**src/rtl/pack6_ctrl.sv**
```systemverilog
// pack6_ctrl: packs up to six inwidth-bit lanes into one output word.
// A group closes after six lanes or on in_last, then is held until consumed.
module pack6_ctrl #(
  parameter int inwidth = 1
) (
  input  logic                   clk,
  input  logic                   reset_n,
  input  logic [inwidth-1:0]     in_data,
  input  logic                   in_valid,
  input  logic                   in_last,
  output logic                   in_ready,
  output logic [6*inwidth-1:0]   out_data,
  output logic [2:0]             out_count,
  output logic                   out_valid,
  input  logic                   out_ready
);

  typedef enum logic {
    COLLECT = 1'b0,
    HOLD    = 1'b1
  } state_e;

  state_e                 state_q;
  logic [2:0]             lane_idx_q;
  logic [6*inwidth-1:0]   pack_q;
  logic [2:0]             out_count_q;
  logic                   out_valid_q;
  logic                   accept;
  logic                   consume;

  // In HOLD a new lane may only enter when the held word leaves.
  assign in_ready  = !out_valid_q || out_ready;
  assign accept    = in_valid && in_ready;
  assign consume   = out_valid_q && out_ready;

  assign out_data  = pack_q;
  assign out_count = out_count_q;
  assign out_valid = out_valid_q;

  always_ff @(posedge clk or negedge reset_n) begin
    if (!reset_n) begin
      state_q     <= COLLECT;
      lane_idx_q  <= 3'd0;
      pack_q      <= '0;
      out_count_q <= 3'd0;
      out_valid_q <= 1'b0;
    end else begin
      unique case (state_q)
        COLLECT: begin
          if (accept) begin
            for (int k = 0; k < 6; k++) begin
              if (lane_idx_q == 3'(k)) begin
                pack_q[k*inwidth +: inwidth] <= in_data;
              end
            end
            if (lane_idx_q == 3'd5 || in_last) begin
              state_q     <= HOLD;
              out_valid_q <= 1'b1;
              out_count_q <= lane_idx_q + 3'd1;
            end else begin
              lane_idx_q  <= lane_idx_q + 3'd1;
            end
          end
        end
        HOLD: begin
          if (consume && accept) begin
            pack_q <= {{(5*inwidth){1'b0}}, in_data};
            if (in_last) begin
              out_count_q <= 3'd1;
            end else begin
              lane_idx_q  <= 3'd1;
              state_q     <= COLLECT;
              out_valid_q <= 1'b0;
            end
          end else if (consume) begin
            pack_q      <= '0;
            lane_idx_q  <= 3'd0;
            state_q     <= COLLECT;
            out_valid_q <= 1'b0;
          end
        end
        default: begin
          state_q     <= COLLECT;
          out_valid_q <= 1'b0;
        end
      endcase
    end
  end

endmodule
```
**config.mk**
```make
export PLATFORM = sky130hd
export DESIGN_NAME = pack6_ctrl
export DESIGN_NICKNAME = d
export VERILOG_FILES = /design/src/rtl/pack6_ctrl.sv
export SDC_FILE = /design/constraint.sdc
export NUM_CORES = 1
export LEC_CHECK = 0
export ABC_AREA = 1
export BUFFER_PORTS_ARGS = -buffer_cell sky130_fd_sc_hd__buf_2
export CAP_MARGIN = 20
export CORE_MARGIN = 4
export CORE_UTILIZATION = 30
export DETAILED_ROUTE_END_ITERATION = 8
export SKIP_CTS_REPAIR_TIMING = 1
export SYNTH_ARGS = -nofsm -noshare
export SYNTH_HDL_FRONTEND = slang
export SYNTH_SLANG_ARGS = --single-unit
export TNS_END_PERCENT = 10
```
**constraint.sdc**
```tcl
create_clock -name clk -period 2.3 [get_ports clk]
set_input_delay 0.46 -clock clk [delete_from_list [all_inputs] [get_ports clk]]
set_output_delay 0.46 -clock clk [all_outputs]
set_load 0.005 [all_outputs]
```
==> summary.md, run 1 <==
| Metric | Value |
|---|---|
| Final #Nets | `between 100 and 150` |
| Endpoints failing setup | `0` |
| Ratio of cells with drive above 1 in the final layout | `33.86%` |
| Drt pass-1 iters | `4` |
| FMAX | `667.1 MHz` |
| Sequential Power Share | `between 30% and 40%` |
| Max Cap Violations | `0` |
| Yosys warning count | `0` |
| Fin. Hold Viols | `0` |
| Core area | `about 0.0028 mm²` |
| Kind of critical path | `flop to primary output` |
| Detail Route Antenna Nets | `0` |
| Diodes inserted | `0` |
| I/O Buffers | `16` |
| Max-slew violation count | `0` |
| Clock slew at reported path FFs | `0.08 ns` |
| Worst-Margin Slew | `0.4394 ns` |
| Clk sink count | `14` |
| Overall Global Routing Usage | `approximately 10%` |
| First-pass GRT wire length | `around 3200 µm` |
| Hpwl dp | `1326 µm` |
| Critical Path, Cell by Cell | `nand2_2, buf_2` |
| RSZ-0062 raised after global routing | `no` |
| Height of the die | `about 63 µm` |
| Synthesized cell area | `roughly 920 µm²` |
| Vias in the first global route | `about 700` |
| Fraction of power consumed by combinational cells | `52.5%` |
| Switching power total | `0.6156 mW` |
| Initial antenna violation count | `0` |
| Setup crit end kind | `primary output` |
| Initial DRC count | `12` |
| Starting Density | `roughly 32%` |
| Synth Instances | `between 100 and 150` |
| Clock root cell | `clkbuf_4` |
| Die area | `0.004001 mm²` |
| Fin Setup TNS | `0 ns` |
| Delay-heaviest family, CP | `flip-flops` |
| Critical path buffers and inverters | `1` |
| Outcome | `finished, final reports clean` |
| Rows | `19` |
| Pint | `0.7328 mW` |
| Routed vias/inst | `between 4 and 5` |
| CTS Buf Count | `3` |
| Netlist cell types | `19` |
| Clock power share | `a little over an eighth` |
| Clock latency on the worst-skew pair | `0.28 ns` |
| Num ports | `17` |
| Worst IR drop on VDD | `0.3585 mV` |
| H-tree levels | `1` |
| Hold slack | `around 0.059 ns` |
| Cell Pwr Density | `1272 mW/mm²` |
| CP Launch Type | `flop` |
| Critical Path RT | `1.84 ns` |
| DR WL/cell | `10.97 µm` |
| Seq/Total Area, Yosys | `38.25%` |
| Pleak | `around 0.57 nW` |
| Clk buf depth | `2` |
| Crit-path max cell delay | `0.50 ns` |
| Post-Syn Nets | `119` |
| Relative slew slack | `a little over two thirds` |
| CP max FO | `8` |
| Arrival time worst endpoint | `1.04 ns` |
| Register bit total from synthesis | `14` |
| Final Cycle Share | `65.18%` |
| Total congestion overflow | `0` |
| Largest net degree at the start of global routing | `15` |
| Area Overhead vs Synth | `15.71%` |
| Filler cells | `roughly 310` |
| Via count | `732` |
| Hold Path Class | `input port to async pin` |
| # DRC | `0` |
| CTS tree | `yes` |
| Sw Share | `45.65%` |
| Die Wd | `63.26 µm` |
| Syn avg cell area | `between 8 and 9 µm²` |
| Final WL | `~1700 µm` |
| Worst-case clock skew | `0.005430 ns` |
| Crit-path slowest cell | `dfrtp_1` |
| RD Place Congestion | `0.8848` |
| Fin crit period | `1.499 ns` |
[per-stage QoR]
step / instance area, µm² / setup WS, ns / total power, mW / instances / util (%)
final: 1060 / 0.8009 / 1.348 / 158 / 37.46
after global routing: 1060 / 0.7314 / 1.505 / 158 / 37.46
after CTS: 1060 / 0.7926 / 1.372 / 158 / 37.46
after detailed placement: 1023 / 0.9317 / 1.183 / 154 / 36.18
after global placement: 1023 / 0.9417 / 1.179 / 154 / 36.18
after floorplan: 915.9 / 1.014 / 1.009 / 108 / -
[placed cells by master, fill, tap and decap left out, drive strengths merged, types with 3 or more instances in the layout]
| cell | count |
|---|---|
| nand2 | 42 |
| buf | 16 |
| dfrtp | 14 |
| inv | 12 |
| nand3 | 12 |
| o21ai | 10 |
| nand4 | 6 |
| ha | 5 |
| clkbuf | 4 |
| nor2 | 3 |
[cell usage after synthesis]
library cell  instances  area share, %
nand2_1              32             13
inv_2                 2           0.82
nand3_1               5            2.7
nand2_8               1            2.2
buf_6                 1            1.2
nor2_2                1           0.68
nand3_2               7            7.7
nor2_1                2           0.82
o21ai_0               4            2.2
or2_2                 1           0.68
ha_1                  5            6.8
dfrtp_1              14             38
o21ai_1               6            3.3
nand2_2               5            3.4
nand4_1               6            4.1
o21bai_4              1            2.0
a21oi_2               1           0.96
inv_1                10            4.1
nand2_4               4            4.9
[logic make-up after synthesis]
kind of cell	after synthesis	share of synthesized area (%)
buffers and inverters	13	6.148
AOI/OAI and AO/OA	12	8.471
adders and majority gates	5	6.831
DFF	14	38.25
and+or+nand+nor	64	40.30
[routing by layer]
| metal | track usage (%) | routed length [µm] |
|---|---|---|
| met1 | 12.53 | 852 |
| met2 | 15.81 | 761 |
| met3 | 4.618 | 97 |
| met4 | 4.043 | 23 |
| met5 | 0 | 0 |
[path summary, 6_finish.rpt]
check	from	endpoint	slack, ns	cells past startpoint
worst max register to register	lane_idx_q[1]$_DFFE_PN0P_	out_count[1]$_DFFE_PN0P_	0.90	9
worst min register to register	out_count[1]$_DFFE_PN0P_	out_count[1]$_DFFE_PN0P_	0.47	2
worst min-delay path	reset_n	out_data[0]$_DFFE_PN0P_	0.06	1
worst max-delay path	out_valid$_DFFE_PN0P_	in_ready	0.80	2
min in group clk	in_data	out_data[0]$_DFFE_PN0P_	0.43	3
max in group asynchronous	reset_n	out_count[1]$_DFFE_PN0P_	1.99	1
[cell type report]
class	count	area (µm²)	area share, %
Sequential cell	14	350.3	33.06
Timing Repair Buffer	16	80.08	7.556
Inverter	12	45.04	4.250
Clock buffer	4	36.28	3.424
Tap cell	31	38.79	3.660
Multi-Input combinational cell	81	509.2	48.05
[sequential cells by signal, indices dropped and copies added, names as in the netlist]
register,count
out_data,6
lane_idx_q,3
out_count,3
out_valid,1
state_q,1
[power by group through the flow]
stage                     Sequential (mW)  Combinational, mW  Clock [mW]
after floorplan                     0.444              0.565           0
after global placement              0.465              0.714           0
after detailed placement            0.467              0.715           0
after CTS                           0.465              0.721       0.187
after global routing                0.485              0.816       0.203
final                               0.464              0.708       0.177
[worst register-to-register path, cell delays in order (launching register included)]
cell     delay (ns)
dfrtp_1        0.42
inv_1          0.09
ha_1           0.16
nand2_1        0.07
nand2_1        0.14
nand2_1        0.09
nand2_2        0.11
nand3_2        0.09
nand2_1        0.07
nand2_1        0.04
Power figures use the tool's default switching activity.
==> inputs of run 2 (changes only) <==
Settings changed: ABC_AREA 1 to 0.
Clock period 2.3 ns to 1.3 ns, I/O delays scaled along.
==> summary.md, run 2 <==
| Metric | Value |
|---|---|
| RD Place Congestion | `0.7894 (-11%)` |
| Synth Instances | `100 (-7.4%)` |
| Synthesized cell area | `925.9 µm² (+1.1%)` |
| Drt pass-1 iters | `4 (unchanged)` |
| R2r endpoint | `lane_idx_q[2]$_DFFE_PN0P_` |
| Seq/Total Area, Yosys | `37.84% (-0.41 points)` |
| Worst-Margin Slew | `0.3285 ns (-0.1109 ns)` |
| Switching power total | `0.9316 mW (+51%)` |
| Core area | `0.002853 mm² (+0.84%)` |
| Die Wd | `63.56 µm (+0.47%)` |
| Max Used Layer | `met4` |
| Vias in the first global route | `903 (+31%)` |
| Rows | `19 (unchanged)` |
| Clock power share | `13.0% (about the same)` |
| Clk buf depth | `2 (unchanged)` |
| FMAX | `665.2 MHz` |
| First-pass GRT wire length | `4167 µm (+31%)` |
| Final core occ | `45.75% (+8.3 points)` |
| Worst-case reg-to-reg path depth | `4 (-5)` |
| Final WL | `2597 µm (+50%)` |
| Register bit total from synthesis | `14 (unchanged)` |
| # placed instances | `160 (+3.9%)` |
| CTS Buf Count | `3 (unchanged)` |
| Outcome | `complete, but fails checks` |
| Sequential Power Share | `29.8% (-4.6 points)` |
| CP Launch Type | `flop` |
| Ratio of cells with drive above 1 in the final layout | `38.81% (+4.9 points)` |
| Via count | `939 (+28%)` |
| Metal2 WL | `1331 µm (+75%)` |
| Reg2Reg Launch Point | `lane_idx_q[0]$_DFFE_PN0P_` |
| Initial DRC count | `31 (+19)` |
| Fin. Hold Viols | `0 (unchanged)` |
| Routed vias/inst | `5.691 (+23%)` |
| FF-to-FF setup slack | `-0.20 ns (-1.10 ns)` |
| Met1 Routed Length | `1107 µm (+30%)` |
| Post-synth EDFFs | `0 (unchanged)` |
| Commonest non-fill, non-tap cell in the layout | `buf_4` |
| Height of the die | `63.56 µm (+0.47%)` |
| DR WL/cell | `15.74 µm (+43%)` |
| Post-Syn Nets | `111 (-6.7%)` |
| RSZ-0062 raised after global routing | `yes` |
| Syn avg cell area | `9.259 µm² (+9.2%)` |
| FFs w/ async S/R, synth | `100.0% (unchanged)` |
| Clk sink count | `14 (unchanged)` |
| Fraction of power consumed by combinational cells | `57.2% (+4.7 points)` |
| Pleak | `0.6095 nW (+7.3%)` |
| Clock slew at reported path FFs | `0.09 ns (about the same)` |
| Relative slew slack | `78.08% (+7.4 points)` |
| Overall Global Routing Usage | `13.09% (+2.8 points)` |
| Yosys top cell area share | `37.84% (-0.41 points)` |
| Sw Share | `37.00% (-8.6 points)` |
| Final #Nets | `146 (+5.0%)` |
| Min-Delay Startpoint | `in_valid` |
| CTS tree | `yes` |
| CP max FO | `3 (-5)` |
| Largest cells by area after synthesis | `dfrtp_1 (38%), ha_1 (6.8%), a311o_1 (4.3%)` |
| Total congestion overflow | `0 (unchanged)` |
| Netlist cell types | `37 (+18)` |
| Hold path depth | `3` |
| Power, Total | `2.518 mW (+87%)` |
| Commonest cells after routing, fill and taps aside | `buf_4 (18), buf_2 (15), dfrtp_1 (14)` |
| Non-Filler Instances | `165 (+4.4%)` |
| Clock latency on the worst-skew pair | `0.29 ns (about the same)` |
| Main synth FF type | `dfrtp_1` |
| Arrival time worst endpoint | `1.73 ns (+0.69 ns)` |
| # DRC | `0 (unchanged)` |
| Fin crit period | `1.503 ns` |
| Cell Pwr Density | `1929 mW/mm² (+52%)` |
| Num ports | `17 (unchanged)` |
| Hpwl dp | `1899 µm (+43%)` |
| Met3 routed WL | `122 µm (+26%)` |
| Worst IR drop on VDD | `1.033 mV (+190%)` |
| Final worst slack | `-0.2033 ns (-1.004 ns)` |
| Max Cap Violations | `0 (unchanged)` |
| Yosys warning count | `0 (unchanged)` |
| Top post-synthesis cells by count | `dfrtp_1 (14), inv_1 (10), nand2_1 (6), nand3_1 (6), ha_1 (5)` |
| Clock root cell | `clkbuf_4` |
| Setup crit end kind | `flop` |
| H-tree levels | `1 (unchanged)` |
| Endpoints failing setup | `10 (+10)` |
| Detail Route Antenna Nets | `0 (unchanged)` |
| Initial antenna violation count | `0 (unchanged)` |
| Hold Path Class | `input port to flop` |
| Area Overhead vs Synth | `40.95%` |
| Final Cycle Share | `115.6%` |
| Most frequent cell after synthesis | `dfrtp_1` |
| Largest net degree at the start of global routing | `15 (unchanged)` |
| Design Area, Final | `0.001305 mm² (+23%)` |
| Hold EP | `out_data[3]$_DFFE_PN0P_` |
| Area leader, netlist | `dfrtp_1` |
| Die area | `0.004039 mm² (+0.95%)` |
| Violated checks | `negative setup slack` |
| Critical Path RT | `1.53 ns (-0.31 ns)` |
| Diodes inserted | `0 (unchanged)` |
| Max reg flops | `6 (unchanged)` |
| Worst-case clock skew | `0.002235 ns (-0.003195 ns)` |
| Kind of critical path | `flop to flop` |
| Starting Density | `32.46% (+0.081 points)` |
| Pint | `1.586 mW (+120%)` |
| I/O Buffers | `16 (unchanged)` |
| Max-slew violation count | `0 (unchanged)` |
| Area post-placement | `0.001200 mm² (+17%)` |
[run 2: cell types whose count changed in the layout (fill, tap and decap cells not counted), sizes merged, moves of 4 or more]
cell   change
o31ai      +4
nand2     -36
buf       +21
nand3      -6
o21ai      -7
a311o      +4
nand4      -6
[run 2: how the worst max path moves through the flow]
stage	startpoint	end	slack (ns)
floorplan	lane_idx_q[0]$_DFFE_PN0P_	lane_idx_q[1]$_DFFE_PN0P_	-0.23
global placement	lane_idx_q[0]$_DFFE_PN0P_	lane_idx_q[2]$_DFFE_PN0P_	-0.21
detailed placement	lane_idx_q[0]$_DFFE_PN0P_	lane_idx_q[2]$_DFFE_PN0P_	-0.23
CTS	lane_idx_q[0]$_DFFE_PN0P_	lane_idx_q[2]$_DFFE_PN0P_	-0.25
global route	lane_idx_q[0]$_DFFE_PN0P_	lane_idx_q[2]$_DFFE_PN0P_	-0.26
finish	lane_idx_q[0]$_DFFE_PN0P_	lane_idx_q[2]$_DFFE_PN0P_	-0.20
[run 2: critical path: stages (launching register included)]
cell and delay, ns:
dfrtp_1 0.44, ha_2 0.21, ha_4 0.21, or4_1 0.51, nand3_1 0.08
[run 2: cell type report]
cell class	instances	area, µm²
Multi-Input combinational cell	68	556.8
Sequential cell	14	350.3
Fill cell	282	1548
Inverter	10	40.04
Timing Repair Buffer	38	282.8
Tap cell	31	38.79
Clock buffer	4	36.28
[run 2: power by group through the flow]
| stage | sequential (mW) | clock (mW) | combinational, mW |
|---|---|---|---|
| after floorplan | 0.757 | 0 | 0.663 |
| after global placement | 0.743 | 0 | 1.28 |
| after detailed placement | 0.751 | 0 | 1.30 |
| after CTS | 0.747 | 0.339 | 1.31 |
| after global routing | 0.781 | 0.360 | 1.59 |
| final | 0.749 | 0.329 | 1.44 |
[run 2: cells by family after synthesis]
group,Yosys count,synth area share (%)
adder cells (fa/ha/maj),5,6.757
AO/OA/AOI/OAI,30,25.14
AND/OR/NAND/NOR,33,21.62
buffers and inverters,18,8.649
flip-flops,14,37.84
[run 2: routing by layer]
metal | global-route usage (%) | vias to the layer above
met3 | 4.085 | 4
met5 | 0 | -
li1 | - | 447
met2 | 22.56 | 27
met1 | 15.71 | 461
met4 | 3.235 | 0
[run 2: stage by stage]
step,setup slack (ns),setup TNS (ns),hold WS (ns)
final,-0.2033,-0.9907,0.3287
after global placement,-0.2091,-0.8932,0.1814
after detailed placement,-0.2296,-1.243,0.1863
after global routing,-0.2611,-1.998,0.3405
after floorplan,-0.2290,-0.7728,-0.03559
after CTS,-0.2527,-1.631,-0.1398
